===== src/rtl/im_pkg.sv =====
// rtl/im_pkg.sv - shared constants, state enum and error codes for the instruction memory loader
package im_pkg;

    localparam int IM_BYTE_DEPTH = 256;
    localparam int ADDR_W        = 8;

    typedef enum logic [2:0] {
        IDLE,
        HDR_ADDR,
        HDR_LEN,
        DATA,
        CHK,
        DONE,
        ERR
    } state_t;

    localparam logic [1:0] ERR_NONE  = 2'b00;
    localparam logic [1:0] ERR_RANGE = 2'b01;
    localparam logic [1:0] ERR_CSUM  = 2'b10;

endpackage


===== src/rtl/im_loader.sv =====
// rtl/im_loader.sv - framed byte-stream loader that writes payload bytes into instruction memory
module im_loader #(
    parameter int IM_BYTE_DEPTH = im_pkg::IM_BYTE_DEPTH,
    parameter int ADDR_W        = im_pkg::ADDR_W
) (
    input  logic              clk,
    input  logic              rst,
    input  logic              i_start,
    input  logic [7:0]        i_byte,
    input  logic              i_byte_valid,
    output logic              o_byte_ready,
    output logic              o_inCmd,
    output logic [ADDR_W-1:0] o_addr,
    output logic [7:0]        o_inst,
    output logic              o_busy,
    output logic              o_done,
    output logic              o_err,
    output logic [1:0]        o_err_code
);
    import im_pkg::*;

    state_t              state;
    state_t              state_nxt;
    logic [ADDR_W-1:0]   start_addr;
    logic [ADDR_W-1:0]   wr_addr;
    logic [7:0]          remaining;
    logic [7:0]          csum;
    logic                xfer;
    logic [ADDR_W:0]     frame_end;
    logic                range_bad;

    // A byte moves only when the stream offers it and the current state wants one.
    assign xfer      = i_byte_valid && o_byte_ready;

    // End of frame computed one bit wider so S+N cannot wrap; exactly the depth is still legal.
    assign frame_end = {1'b0, start_addr} + {1'b0, ADDR_W'(i_byte)};
    assign range_bad = frame_end > (ADDR_W+1)'(IM_BYTE_DEPTH);

    // State register.
    always_ff @(posedge clk) begin
        if (rst) begin
            state <= IDLE;
        end else begin
            state <= state_nxt;
        end
    end

    // Next-state decode plus Moore status outputs.
    always_comb begin
        state_nxt    = state;
        o_byte_ready = 1'b0;
        o_done       = 1'b0;
        o_err        = 1'b0;
        case (state)
            IDLE: begin
                if (i_start) state_nxt = HDR_ADDR;
            end
            HDR_ADDR: begin
                o_byte_ready = 1'b1;
                if (xfer) state_nxt = HDR_LEN;
            end
            HDR_LEN: begin
                o_byte_ready = 1'b1;
                if (xfer) begin
                    if (range_bad)          state_nxt = ERR;
                    else if (i_byte == 8'd0) state_nxt = CHK;
                    else                    state_nxt = DATA;
                end
            end
            DATA: begin
                o_byte_ready = 1'b1;
                if (xfer && remaining == 8'd1) state_nxt = CHK;
            end
            CHK: begin
                o_byte_ready = 1'b1;
                if (xfer) state_nxt = (i_byte == csum) ? DONE : ERR;
            end
            DONE: begin
                o_done = 1'b1;
                if (i_start) state_nxt = HDR_ADDR;
            end
            ERR: begin
                o_err = 1'b1;
                if (i_start) state_nxt = HDR_ADDR;
            end
            default: state_nxt = IDLE;
        endcase
        // The final strobe lands while already in CHK, so the pending write also holds busy.
        o_busy = o_byte_ready | o_inCmd;
    end

    // Frame datapath: header capture, write strobe generation, running checksum, error code.
    always_ff @(posedge clk) begin
        if (rst) begin
            start_addr <= '0;
            wr_addr    <= '0;
            remaining  <= '0;
            csum       <= '0;
            o_inCmd    <= 1'b0;
            o_addr     <= '0;
            o_inst     <= '0;
            o_err_code <= ERR_NONE;
        end else begin
            o_inCmd <= 1'b0;
            case (state)
                IDLE, DONE, ERR: begin
                    if (i_start) o_err_code <= ERR_NONE;
                end
                HDR_ADDR: begin
                    if (xfer) start_addr <= ADDR_W'(i_byte);
                end
                HDR_LEN: begin
                    if (xfer) begin
                        remaining <= i_byte;
                        wr_addr   <= start_addr;
                        csum      <= 8'd0;
                        if (range_bad) o_err_code <= ERR_RANGE;
                    end
                end
                DATA: begin
                    if (xfer) begin
                        o_addr    <= wr_addr;
                        o_inst    <= i_byte;
                        o_inCmd   <= 1'b1;
                        wr_addr   <= wr_addr + 1'b1;
                        remaining <= remaining - 8'd1;
                        csum      <= csum ^ i_byte;
                    end
                end
                CHK: begin
                    if (xfer && i_byte != csum) o_err_code <= ERR_CSUM;
                end
                default: ;
            endcase
        end
    end

endmodule


===== config.mk =====
export PLATFORM = sky130hd
export DESIGN_NAME = im_loader
export DESIGN_NICKNAME = d
export VERILOG_FILES = /design/src/rtl/im_pkg.sv /design/src/rtl/im_loader.sv
export SDC_FILE = /design/constraint.sdc
export NUM_CORES = 1
export LEC_CHECK = 0
export ABC_AREA = 1
export CAP_MARGIN = 15
export CORE_UTILIZATION = 50
export CTS_CLUSTER_DIAMETER = 200
export DETAILED_ROUTE_END_ITERATION = 10
export GPL_TIMING_DRIVEN = 0
export HOLD_SLACK_MARGIN = 0.05
export PLACE_DENSITY = 0.86
export SLEW_MARGIN = 20
export SYNTH_ARGS = -nofsm -noshare
export SYNTH_HDL_FRONTEND = slang
export SYNTH_SLANG_ARGS = --single-unit

===== constraint.sdc =====
create_clock -name clk -period 2.3 [get_ports clk]
set_clock_uncertainty 0.2 [all_clocks]
set_input_delay 0.23 -clock clk [delete_from_list [all_inputs] [get_ports clk]]
set_output_delay 0.23 -clock clk [all_outputs]
set_load 0.01 [all_outputs]

==> flow_metrics.tcl, run 1 <==
set metrics [dict create \
    crit_arrival_ns 2.32 \
    netlist_instances 418 \
    die_h_um 78.9 \
    ys_seq_elements 54 \
    total_power_mw 2.94 \
    sw_ratio_pct 40.7 \
    fin_setup_tns_ns 0 \
    report.final.slew_viol_count 0 \
    dp.cells 524 \
    overflow 0 \
    internal_power_mw 1.75 \
    floorplan.core_area_um2 5610 \
    critPathRequiredTime_ns 2.35 \
    finish.net_count 486 \
    net-switching-power_mw 1.20 \
    finalCoreUtilization_pct 63.5 \
    timing.hold.worst.class "in2reg" \
    synth_async_sr_flop_share_pct 0 \
    p_leak_nw 1.49 \
    maxClockFrequency_ghz 0.440 \
    placed_area_um2 3390 \
    final.setup.worst_slack_ns 0.0280 \
    synth_area_per_cell_um2 7.08 \
    final_hold_viol_count 0 \
    timing.slew.headroom_pct 56.7 \
    synth_compound_area_share_pct 20.3 \
    clock_path_buffers 2 \
    cap_viol_max_count 0 \
    routed_via_density 5.66 \
    synth_xor_area_share_pct 4.74 \
    combinational_family_with_the_most_area_after_synthesis "simple AND/OR/NAND/NOR gates" \
    clk_root_buffer_cell "sky130_fd_sc_hd__clkbuf_8" \
    finalSetupViolations 0 \
    worstSetupStartpointType "flip-flop" \
    crit_end_category "flip-flop" \
    layout-drive-gt1-share_pct 11.7 \
    unrepaired_setup_endpoints_after_global_routing "yes" \
    synthSimpleGateAreaFrac_pct 25.1 \
    clkTransAtPathRegs_ns 0.11 \
    global_route.usage.total_pct 26.1 \
    syn_area_um2 2960 \
    worstPathMaxFanout 4 \
    grt_antenna_before_repair 0 \
    grt_pass1_vias 2678 \
    layout-area-overhead-vs-synth_pct 20.3 \
    cts_tree "yes" \
    port-buffer-count 34 \
    run_status "finished, final reports clean" \
    n_antenna_cell 0 \
    total_routed_wirelength_mm 7.90 \
    final-seq-area_um2 1090 \
    fp.dieW_um 78.9 \
    die_area_um2 6230 \
    ys_seq_area_share_pct 36.5 \
    drt-wirelength-per-cell_um 14.8 \
    timing.final.crit_share_pct 98.8 \
    routabilityCongestion 0.900 \
    clk_latency_ns 0.32 \
    category_of_the_most_critical_setup_path "reg2reg" \
    maximum_number_of_pins_on_one_net_before_global_route_repair 19 \
    firstDrtPassIters 5 \
    warnings_from_yosys 0 \
    p_comb_share_pct 41.6 \
    yosys_most_used_dff "sky130_fd_sc_hd__dfxtp_1" \
    worstMarginPinSlew_ns 0.649 \
    final_cell_area_um2 3560 \
    yosys.cell_types.count 37 \
    multiInputGateArea_um2 1700 \
    cts_max_level 2 \
    filler_cell_count_in_the_final_layout 488 \
    row_count 27 \
    power.density_cell_area_nw_per_um2 827 \
    drc_errors 0 \
    place_worst_setup_slack_ns -0.670 \
    synthMuxAreaShare_pct 0 \
    mappedNetlistNets 442 \
    worst_slack_on_hold_paths_ns 0.162 \
    wire_length_of_the_first_global_routing_pass_mm 12.6 \
    vias 3030 \
    number_of_standard_cells_in_the_layout_taps_in_and_fillers_out 535 \
    detailedPlacementHpwl_mm 5.60 \
    start_util_pct 52.7 \
    power_frac_seq_pct 39.4 \
    count_of_antenna_violating_nets_left_after_detailed_routing 0 \
    synth-edff-count 0 \
    cts.sinks 54 \
    cts-hold-fix-buffers 0 \
    initialDrtViolationCount 312 \
    ir_worst_vdd_mv 0.352 \
    share_clk_of_total_power_pct 18.9 \
    final.min_clock_period_ns 2.27 \
    numCtsBuffers 5 \
    synthAdderAreaFrac_pct 5.33 \
    num_io_pins 35 \
]
-- cell type report --
type / instances / area share, %
tap: 72 / 2.53
clock buffer: 5 / 1.93
multi-input combinational: 306 / 47.8
sequential: 54 / 30.5
timing repair buffer: 37 / 9.95
buffer: 15 / 2.04
clock inverter: 3 / 0.668
inverter: 43 / 4.53
-- cell usage after synthesis, drive strengths merged (2+ instances only) --
cell	number	area share [%]
clkbuf	5	0.63
buf	10	1.8
a221oi	2	0.59
nand4	6	1.3
a2bb2oi	6	1.8
nor2	47	6.2
nand2	88	11
a21oi	46	8.0
o211ai	5	1.3
nor3	3	0.68
o31ai	2	0.97
a31oi	2	0.42
ha	11	4.7
o221ai	2	0.59
nand3	26	4.6
inv	43	5.5
or2	4	0.85
xnor2	10	3.0
dfxtp	54	37
o21ai	36	6.2
xor2	6	1.8
-- cell usage in the layout (no fill, tap or decap), types with 7 or more instances in the layout --
master and count:
sky130_fd_sc_hd__nand2_1 83, sky130_fd_sc_hd__dfxtp_1 50, sky130_fd_sc_hd__nor2_1 46, sky130_fd_sc_hd__a21oi_1 41
sky130_fd_sc_hd__inv_1 35, sky130_fd_sc_hd__o21ai_0 33, sky130_fd_sc_hd__clkdlybuf4s50_1 27, sky130_fd_sc_hd__nand3_1 24
sky130_fd_sc_hd__xnor2_1 10, sky130_fd_sc_hd__ha_1 9, sky130_fd_sc_hd__inv_2 8, sky130_fd_sc_hd__buf_2 7
-- critical path: stages, from the launching register on --
cell	delay, ns
sky130_fd_sc_hd__dfxtp_2	0.38
sky130_fd_sc_hd__ha_4	0.15
sky130_fd_sc_hd__fa_2	0.42
sky130_fd_sc_hd__or2_4	0.24
sky130_fd_sc_hd__a21oi_2	0.10
sky130_fd_sc_hd__nand3_1	0.08
sky130_fd_sc_hd__nor2_1	0.11
sky130_fd_sc_hd__nand2_1	0.07
sky130_fd_sc_hd__nand2_2	0.11
sky130_fd_sc_hd__nand3_1	0.08
sky130_fd_sc_hd__nand2_1	0.08
sky130_fd_sc_hd__nand2_1	0.07
sky130_fd_sc_hd__a21oi_2	0.13
-- repair_timing --
| item | 4_1_cts | 5_1_grt |
|---|---|---|
| setup endpoints to repair | 7 | 6 |
| hold endpoints to repair | 0 | 0 |
| setup buffers | 1 | 2 |
| resized for setup | 18 | 8 |
| pin swaps | 3 | 2 |
-- routing by layer --
layer,up-vias,track usage [%],wire [um]
li1,1477,-,-
met1,1407,33.6,3440
met2,129,43.4,3780
met3,17,4.48,519
met4,0,10.0,163
met5,-,0,0
-- final timing paths --
path,cells past startpoint,slack (ns),from,endpoint
worst max-delay path,12,0.03,start_addr[0],state[0]
worst min-delay path,3,0.16,i_byte[4],o_inst[4]
worst max register to register,12,0.03,start_addr[0],state[0]
worst min register to register,2,0.27,o_inst[4],o_inst[4]
-- state kept, by name, summed over array words and instances (netlist names) --
| name | flops |
|---|---|
| start_addr | 8 |
| o_err_code | 2 |
| csum | 8 |
| o_inCmd | 1 |
| wr_addr | 8 |
| o_addr | 8 |
| o_inst | 8 |
| state | 3 |
| remaining | 8 |
-- power groups by stage --
stage | Combinational [mW] | Clock [mW] | Sequential (mW)
2_1_floorplan | 0.841 | 0 | 1.15
3_3_place_gp | 1.13 | 0 | 1.16
3_5_place_dp | 1.16 | 0 | 1.16
4_1_cts | 1.19 | 0.554 | 1.15
5_1_grt | 1.36 | 0.600 | 1.17
6_report | 1.22 | 0.557 | 1.16
-- kinds of logic after synthesis --
logic type,after synthesis
flops,54
fa+ha+maj,12
simple gates,175
compound gates,103
xor+xnor,16
buf+inv,58
No activity file was read; power rests on OpenSTA's default activity.
==> run 2: changes to the inputs <==
--- a/config.mk
+++ b/config.mk
@@ -9,3 +9,3 @@
 export CAP_MARGIN = 15
-export CORE_UTILIZATION = 50
+export CORE_UTILIZATION = 45
 export CTS_CLUSTER_DIAMETER = 200
@@ -14,3 +14,3 @@
 export HOLD_SLACK_MARGIN = 0.05
-export PLACE_DENSITY = 0.86
+export PLACE_DENSITY = 0.8
 export SLEW_MARGIN = 20
==> constraint.sdc (replaced) <==
create_clock -name clk -period 2.3 [get_ports clk]
set_clock_uncertainty 0.2 [all_clocks]
set_input_delay 0.46 -clock clk [delete_from_list [all_inputs] [get_ports clk]]
set_output_delay 0.46 -clock clk [all_outputs]
set_load 0.01 [all_outputs]
==> flow_metrics.tcl, run 2 (same netlist as run 1, synthesis figures left out) <==
set metrics [dict create \
    ir_worst_vdd_mv 0.390 \
    unrepaired_setup_endpoints_after_global_routing "yes" \
    maximum_number_of_pins_on_one_net_before_global_route_repair 18 \
    path_cells "clkdlybuf4s15_2 > fa_2 > or2_4 > a21oi_2 > nand3_1 > nor2_1 > nand2_1 > nand2_2 > nand3_2 > nand2_2 > nand2_2 > a21oi_2" \
    critPathRequiredTime_ns 2.34 \
    fp.dieW_um 83.1 \
    drc_errors 0 \
    clk_latency_ns 0.32 \
    maxClockFrequency_ghz 0.437 \
    timing.final.crit_share_pct 99.4 \
    timing.slew.headroom_pct 58.5 \
    numCtsBuffers 5 \
    routed_via_density 5.64 \
    port-buffer-count 34 \
    routabilityCongestion 0.953 \
    timing.hold.worst.class "reg2reg" \
    finish.net_count 490 \
    min_path_cells 2 \
    floorplan.core_area_um2 6350 \
    grt_antenna_before_repair 0 \
    clock_path_buffers 2 \
    finalSetupViolations 0 \
    power.density_cell_area_nw_per_um2 868 \
    overflow 0 \
    worstSetupStartpointType "primary input" \
    firstDrtPassIters 6 \
    clkTransAtPathRegs_ns 0.10 \
    count_of_antenna_violating_nets_left_after_detailed_routing 0 \
    die_h_um 83.1 \
    report.final.slew_viol_count 0 \
    total_power_mw 3.20 \
    final_cell_area_um2 3690 \
    crit_path_max_incr_delay_ns 0.47 \
    timing.critical_path.mode_cell "sky130_fd_sc_hd__nand2_2" \
    layout.cells.most_common_list "sky130_fd_sc_hd__nand2_1 (77), sky130_fd_sc_hd__dfxtp_1 (50), sky130_fd_sc_hd__nor2_1 (44)" \
    final_common_cell "sky130_fd_sc_hd__nand2_1" \
    cts_tree "yes" \
    grt_pass1_vias 2817 \
    layout-area-overhead-vs-synth_pct 24.8 \
    placed_area_um2 3400 \
    crit_end_category "flip-flop" \
    worst_slack_on_hold_paths_ns 0.267 \
    initialDrtViolationCount 334 \
    category_of_the_most_critical_setup_path "in2reg" \
    layout-drive-gt1-share_pct 16.1 \
    num_io_pins 35 \
    vias 3068 \
    cts.sinks 54 \
    wire_length_of_the_first_global_routing_pass_mm 13.8 \
    cap_viol_max_count 0 \
    run_status "finished, final reports clean" \
    cts-hold-fix-buffers 0 \
    row_count 29 \
    global_route.usage.total_pct 24.4 \
    drt-wirelength-per-cell_um 15.1 \
    cts_max_level 2 \
    final.min_clock_period_ns 2.29 \
    worstRegToRegCells 12 \
    crit_arrival_ns 2.33 \
    die_area_um2 6900 \
    worstPathMaxFanout 7 \
    final_hold_viol_count 0 \
    slowest_library_cell_on_the_worst_path "sky130_fd_sc_hd__fa_2" \
    worstMarginPinSlew_ns 0.622 \
    start_util_pct 46.6 \
    n_antenna_cell 0 \
    detailedPlacementHpwl_mm 5.69 \
    clk_root_buffer_cell "sky130_fd_sc_hd__clkbuf_8" \
    total_routed_wirelength_mm 8.19 \
    p_leak_nw 1.55 \
]
## run 2: layout make-up
class	count	area, um^2
Clock inverter	3	43.8
Inverter	43	164
Clock buffer	5	68.8
Multi-Input combinational cell	306	1770
Tap cell	77	96.3
Timing Repair Buffer	42	394
Buffer	14	61.3
Fill cell	578	2660
Sequential cell	54	1090
## run 2: metrics by stage
stage | std cells | TNS [ns] | setup WS, ns | util, %
after floorplan | 418 | 0 | 0.000509 | -
after global placement | 529 | -5.14 | -0.822 | 53.5
after detailed placement | 529 | -5.08 | -0.859 | 53.5
after CTS | 543 | 0 | 0.0139 | 57.1
after global routing | 544 | -0.427 | -0.108 | 58.1
final | 544 | 0 | 0.0134 | 58.1
## run 2: final timing paths
check / from / to / slack [ns]
max: i_byte[1] / state[0] / 0.01
max reg2reg: start_addr[0] / state[0] / 0.02
min reg2reg: o_err_code[0] / o_err_code[0] / 0.27
min: o_err_code[0] / o_err_code[0] / 0.27
## run 2: power breakdown
part           switching (mW)  internal (mW)  total, mW
registers               0.127           1.05       1.18
clock network           0.331          0.327      0.658
logic                   0.791          0.575       1.37
total                    1.25           1.95       3.20
## run 2: per-layer routing
layer / vias to the layer above / track usage [%] / share of wire, %
li1: 1488 / - / -
met1: 1436 / 31.7 / 43
met2: 120 / 39.9 / 47
met3: 24 / 3.98 / 6.7
met4: 0 / 10.8 / 2.8
met5: - / 0 / 0
## run 2: worst max-delay path, delay by kind of cell
kind | cells | cell delay (ns)
AOI/OAI and AO/OA | 2 | 0.23
adders and majority gates | 1 | 0.47
buffers and inverters | 1 | 0.32
and+or+nand+nor | 8 | 0.85
## run 2: repair_timing
action	4_1_cts	5_1_grt
endpoints found under the setup margin	8	9
pin swaps	4	8
setup buffers	6	2
gates resized for setup	41	17
cloned	0	0
